## config.mk

```make
export PLATFORM = sky130hd
export DESIGN_NAME = config_loader
export DESIGN_NICKNAME = d
export VERILOG_FILES = /design/src/rtl/config_loader_pkg.sv /design/src/rtl/sync_2ff.sv /design/src/rtl/config_loader.sv
export SDC_FILE = /design/constraint.sdc
export NUM_CORES = 1
export LEC_CHECK = 0
export ABC_CLOCK_PERIOD_IN_PS = 3700
export CAP_MARGIN = 20
export CORE_UTILIZATION = 46
export CTS_CLUSTER_SIZE = 12
export DETAILED_ROUTE_END_ITERATION = 16
export DONT_BUFFER_PORTS = 1
export PLACE_DENSITY = 0.58
export SYNTH_ARGS = -nofsm -noshare
export SYNTH_HDL_FRONTEND = slang
export SYNTH_SLANG_ARGS = --single-unit
```

## constraint.sdc

```tcl
create_clock -name clock -period 3.7 [get_ports clock]
set_input_delay 0.74 -clock clock [delete_from_list [all_inputs] [get_ports clock]]
set_output_delay 0.74 -clock clock [all_outputs]
set_load 0.01 [all_outputs]
```

## src/rtl/config_loader_pkg.sv

```systemverilog
// -----------------------------------------------------------------------------
// config_loader_pkg
// Shared types and default parameter values for the serial configuration
// loader: the controller state encoding, frame length, expected header nibble
// and guard length.
// -----------------------------------------------------------------------------
package config_loader_pkg;

    typedef enum logic [1:0] {
        IDLE,
        SHIFT,
        CHECK,
        GUARD
    } state_t;

    localparam int unsigned FRAME_BITS_DEFAULT   = 12;
    localparam logic [3:0]  HEADER_DEFAULT       = 4'hA;
    localparam int unsigned GUARD_CYCLES_DEFAULT = 8;

    // Width of the received-bit counter; it saturates at FRAME_BITS+1.
    localparam int unsigned CNT_W = 4;

endpackage

```

## src/rtl/sync_2ff.sv

```systemverilog
// -----------------------------------------------------------------------------
// sync_2ff
// Two-flop synchronizer that brings one asynchronous pin into the clock domain.
// Ports:
//   clock   - destination clock
//   reset_n - asynchronous active-low reset, clears both stages
//   d       - asynchronous input
//   q       - synchronized output (two cycles of latency)
// -----------------------------------------------------------------------------
module sync_2ff (
    input  logic clock,
    input  logic reset_n,
    input  logic d,
    output logic q
);

    logic meta;

    always_ff @(posedge clock or negedge reset_n) begin
        if (!reset_n) begin
            meta <= 1'b0;
            q    <= 1'b0;
        end else begin
            meta <= d;
            q    <= meta;
        end
    end

endmodule

```

## src/rtl/config_loader.sv

```systemverilog
// -----------------------------------------------------------------------------
// config_loader
// Receives a serial configuration frame on asynchronous pins, validates it and
// drives the design-select multiplexer controls. Frame, MSB first:
//   [11:8] header, [7:2] des_sel, [1] hold, [0] sync.
// After a good frame all unselected designs are held for GUARD_CYCLES cycles
// before the frame's hold bit is applied.
// Ports:
//   clock, reset_n   - clock and asynchronous active-low reset
//   cfg_en           - async; high frames one transfer
//   cfg_sclk         - async; shift strobe (rising edge shifts)
//   cfg_data         - async; serial data
//   des_sel          - selected design index
//   hold_if_not_sel  - hold-unselected control
//   sync_inputs      - input-sync enable
//   cfg_busy         - high while a frame is being received, checked or guarded
//   cfg_err          - sticky flag, set by a rejected frame, cleared by a good one
//   cfg_loaded       - set once any frame has committed
// -----------------------------------------------------------------------------
module config_loader
    import config_loader_pkg::*;
#(
    parameter int unsigned FRAME_BITS   = FRAME_BITS_DEFAULT,
    parameter logic [3:0]  HEADER       = HEADER_DEFAULT,
    parameter int unsigned GUARD_CYCLES = GUARD_CYCLES_DEFAULT
) (
    input  logic       clock,
    input  logic       reset_n,
    input  logic       cfg_en,
    input  logic       cfg_sclk,
    input  logic       cfg_data,
    output logic [5:0] des_sel,
    output logic       hold_if_not_sel,
    output logic       sync_inputs,
    output logic       cfg_busy,
    output logic       cfg_err,
    output logic       cfg_loaded
);

    localparam int unsigned      GW         = $clog2(GUARD_CYCLES + 1);
    localparam logic [CNT_W-1:0] CNT_FULL   = CNT_W'(FRAME_BITS);
    localparam logic [CNT_W-1:0] CNT_SAT    = CNT_W'(FRAME_BITS + 1);
    localparam logic [GW-1:0]    GUARD_LAST = GW'(GUARD_CYCLES - 1);

    logic en_s, sclk_s, data_s;
    logic en_prev, sclk_prev;
    logic en_rise, sclk_pulse;

    state_t                 state;
    logic [FRAME_BITS-1:0]  shreg;
    logic [CNT_W-1:0]       bit_cnt;
    logic [GW-1:0]          guard_cnt;
    logic                   hold_frame;
    logic                   frame_good;

    sync_2ff u_sync_en   (.clock(clock), .reset_n(reset_n), .d(cfg_en),   .q(en_s));
    sync_2ff u_sync_sclk (.clock(clock), .reset_n(reset_n), .d(cfg_sclk), .q(sclk_s));
    sync_2ff u_sync_data (.clock(clock), .reset_n(reset_n), .d(cfg_data), .q(data_s));

    always_ff @(posedge clock or negedge reset_n) begin
        if (!reset_n) begin
            en_prev   <= 1'b0;
            sclk_prev <= 1'b0;
        end else begin
            en_prev   <= en_s;
            sclk_prev <= sclk_s;
        end
    end

    assign en_rise    = en_s & ~en_prev;
    assign sclk_pulse = sclk_s & ~sclk_prev;

    // A saturated counter (FRAME_BITS+1) marks an over-long frame as bad even
    // though the shift register only keeps the most recent FRAME_BITS bits.
    assign frame_good = (bit_cnt == CNT_FULL) &&
                        (shreg[FRAME_BITS-1 -: 4] == HEADER);

    always_ff @(posedge clock or negedge reset_n) begin
        if (!reset_n) begin
            state           <= IDLE;
            shreg           <= '0;
            bit_cnt         <= '0;
            guard_cnt       <= '0;
            hold_frame      <= 1'b1;
            des_sel         <= '0;
            hold_if_not_sel <= 1'b1;
            sync_inputs     <= 1'b1;
            cfg_busy        <= 1'b0;
            cfg_err         <= 1'b0;
            cfg_loaded      <= 1'b0;
        end else begin
            case (state)
                IDLE: begin
                    // Enable edges outside IDLE are never remembered, so a new
                    // transfer always needs a fresh rising edge seen here.
                    if (en_rise) begin
                        state    <= SHIFT;
                        shreg    <= '0;
                        bit_cnt  <= '0;
                        cfg_busy <= 1'b1;
                    end
                end
                SHIFT: begin
                    if (!en_s) begin
                        state <= CHECK;
                    end else if (sclk_pulse) begin
                        shreg <= {shreg[FRAME_BITS-2:0], data_s};
                        if (bit_cnt != CNT_SAT) begin
                            bit_cnt <= bit_cnt + 1'b1;
                        end
                    end
                end
                CHECK: begin
                    if (frame_good) begin
                        des_sel         <= shreg[7:2];
                        sync_inputs     <= shreg[0];
                        hold_frame      <= shreg[1];
                        hold_if_not_sel <= 1'b1;
                        cfg_err         <= 1'b0;
                        cfg_loaded      <= 1'b1;
                        guard_cnt       <= '0;
                        state           <= GUARD;
                    end else begin
                        cfg_err  <= 1'b1;
                        cfg_busy <= 1'b0;
                        state    <= IDLE;
                    end
                end
                GUARD: begin
                    if (guard_cnt == GUARD_LAST) begin
                        hold_if_not_sel <= hold_frame;
                        cfg_busy        <= 1'b0;
                        state           <= IDLE;
                    end else begin
                        guard_cnt <= guard_cnt + 1'b1;
                    end
                end
                default: begin
                    state    <= IDLE;
                    cfg_busy <= 1'b0;
                end
            endcase
        end
    end

endmodule
```

==> flow_summary.ini <==
[sta]
setup_viol = 0
min_period_ps = 2290
fmax_mhz = 437
tightest_slew_ps = 1080
clock_skew_ps = 5.04
final-hold-violation-count = 0
fin_crit_sh_pct = 61.9
drv_slew = 0
rsz0062_at_grt = false
slew_headroom_pct = 28.0
tns_ps = 0

[clock_tree]
cts_tree = done
clk_latency_ps = 290
clkSinkCount = 42
clockBufferDepth = 2
htreeDepth = 2
cts_resized = 0
post_cts_buffers = 0
cts_hold_buf = 0
ctsRootBufferMaster = clkbuf_8
clkTransAtPathRegs_ps = 80
numCtsBuffers = 5

[yosys]
synth-main-ff-cell = dfrtp_1
ys_async_sr_fraction_pct = 100
postSynthCellCount = 153
yosys_register_bits = 42
syn_area_per_cell_sq_um = 11.7
synth_edf_count = 0
yosysWarningCount = 0
yosysTopAreaCell = dfrtp_1
synthesis.area_sq_um = 1790
synth_area_leaders = dfrtp_1 (54%), nand2_1 (6.1%), dfstp_2 (4.4%), mux2_4 (4.2%), o21ai_0 (4.2%)
syn_nets = 162
ys_types = 40
yosys.area.top_type_share_pct = 54.4
seq_area_frac_synth_pct = 58.8

[worst_setup_path]
crit_type = flop to flop
cp.arrival_ps = 2470
path_cells = inv_1, ha_1, nand4b_4, nor4_4, nor2_2, a211o_1
cpLargestDelayFamily = simple AND/OR/NAND/NOR gates
crit_buf_inv = 1
cp.required_ps = 3880
cp_slowest_cell = nor4_4
max_stage_delay_ps = 860
crit_path_end_kind = flop
r2r-start = bit_cnt[0]
crit_fanout = 14
cp-start-kind = flop
crit_start = bit_cnt[0]

[placed_design]
dpl_cell_area_sq_um = 1810
place_inst = 195
hpwlAfterDp_um = 1880
port_buffers = 0
gp_congestion = 0.732

[routing]
drt-wirelength-per-cell_um = 14.3
drc = 0
dr.pass1.iters = 5
via_count = 1100
viasPerCell = 5.42
wirelength_um = 2910
drtIter0Drc = 48
ant_nets = 0

[cells_and_area]
syn_to_final_growth_pct = 5.93
n_fill_cell = 341
drive_above_1_share_pct = 19.4
layout.cells.non_filler = 203
fin_area_sq_um = 1900
diodes = 0
nNetsFinal = 163

[global_routing]
antenna_found_initial = 0
grt_usage_pct = 16.0
grt_pass1_wl_um = 4910
grt_pass1_vias = 1083
grt_max_degree = 43
grt_overflow = 0

[run]
maxCapViolCount = 0

[die]
dieArea_sq_um = 4150
die_y_um = 64.5
coreArea_sq_um = 3690
die_w_um = 64.5
io_pins = 16
row_count = 22
start_util_pct = 48.6

[outcome]
status = finished clean

[pwr]
peakVddDrop_mv = 0.200
leakagePower_nw = 0.852
pwr_density_cell_nw_per_um2 = 544

[worst_hold_path]
hp-class = input port to async pin
metrics by stage:
step / setup WS (ps) / hold slack [ps] / total power [mW] / util, %
finish: 1410 / 135 / 1.03 / 51.5
global route: 1260 / 114 / 1.10 / 51.5
CTS: 1380 / 124 / 1.05 / 51.5
detailed placement: 1400 / 340 / 0.750 / 49.1
global placement: 1460 / 332 / 0.740 / 49.1
floorplan: 1950 / 331 / 0.718 / -
worst register-to-register path: cells and delay by family, from the launching register on:
kind,cells,cell delay (ps)
simple gates,3,1140
compound gates,1,330
flops,1,410
fa+ha+maj,1,200
buf+inv,1,110
layout make-up:
type	instances	area (sq um)	share of cell area [%]
Sequential cell	42	1050	55.5
Multi-Input combinational cell	99	672	35.4
Clock buffer	7	86.3	4.54
Tap cell	48	60.1	3.16
Inverter	6	22.5	1.18
Clock inverter	1	5.00	0.263
state kept, by name (all words and copies together) (netlist names):
register,cells
shreg,12
des_sel,6
bit_cnt,4
guard_cnt,4
state,2
cfg_busy,1
cfg_err,1
cfg_loaded,1
en_prev,1
hold_frame,1
hold_if_not_sel,1
sclk_prev,1
sync_inputs,1
u_sync_data.meta,1
u_sync_data.q,1
u_sync_en.meta,1
u_sync_en.q,1
u_sync_sclk.meta,1
u_sync_sclk.q,1
per-layer routing:
metal	wire, um	vias up	GRT usage [%]	share of wire [%]
li1	-	524	-	-
met1	1360	545	19.4	47
met2	1380	25	25.9	47
met3	124	6	5.46	4.3
met4	48	0	6.67	1.6
met5	0	-	0	0
synthesized netlist by cell type, types with 2 or more instances:
cell,count
ha_1,4
mux2i_1,2
inv_1,6
nor3_1,2
dfstp_2,3
a21oi_1,3
mux2_2,4
nand3_1,2
nand2b_1,3
o21ai_0,15
dfrtp_1,39
mux2_4,5
nor2_1,5
buf_6,2
o21ai_2,2
o22ai_1,2
nand2_1,29
buf_2,3
cells by family (layout without fill, tap and decap cells):
family / Yosys count / after routing / share of synthesized area [%]
muxes: 11 / 11 / 7.81
DFF: 42 / 42 / 58.8
and+or+nand+nor: 55 / 55 / 16.7
AOI/OAI and AO/OA: 29 / 29 / 10.1
adders and majority gates: 4 / 4 / 2.79
buffers and inverters: 12 / 14 / 3.77
path summary, 6_finish.rpt:
| kind | to | slack, ps | cells after the start |
|---|---|---|---|
| hold / removal | guard_cnt[1] | 140 | 0 |
| min in group clock | u_sync_sclk.q | 350 | 0 |
| max in group asynchronous | sync_inputs | 3370 | 0 |
| hold reg to reg | u_sync_sclk.q | 350 | 0 |
| setup reg to reg | guard_cnt[3] | 1410 | 6 |
| setup / recovery | guard_cnt[3] | 1410 | 6 |
report_power, final:
| group | total [mW] | internal [mW] | switching, mW |
|---|---|---|---|
| clock | 0.295 | 0.150 | 0.145 |
| sequential | 0.579 | 0.514 | 0.0644 |
| combinational | 0.161 | 0.0681 | 0.0928 |
| total | 1.03 | 0.733 | 0.302 |
cells in the final DEF, fill, tap and decap left out, drive strengths merged, types with 2 or more instances in the layout:
| master | instances |
|---|---|
| nand3 | 2 |
| inv | 6 |
| o22ai | 2 |
| dfstp | 3 |
| nor3 | 2 |
| mux2 | 9 |
| a21oi | 4 |
| dfrtp | 39 |
| mux2i | 2 |
| ha | 4 |
| nand2b | 3 |
| nand2 | 29 |
| and3 | 2 |
| nor2 | 6 |
| clkbuf | 7 |
| o21ai | 17 |
Power figures use the tool's default switching activity.
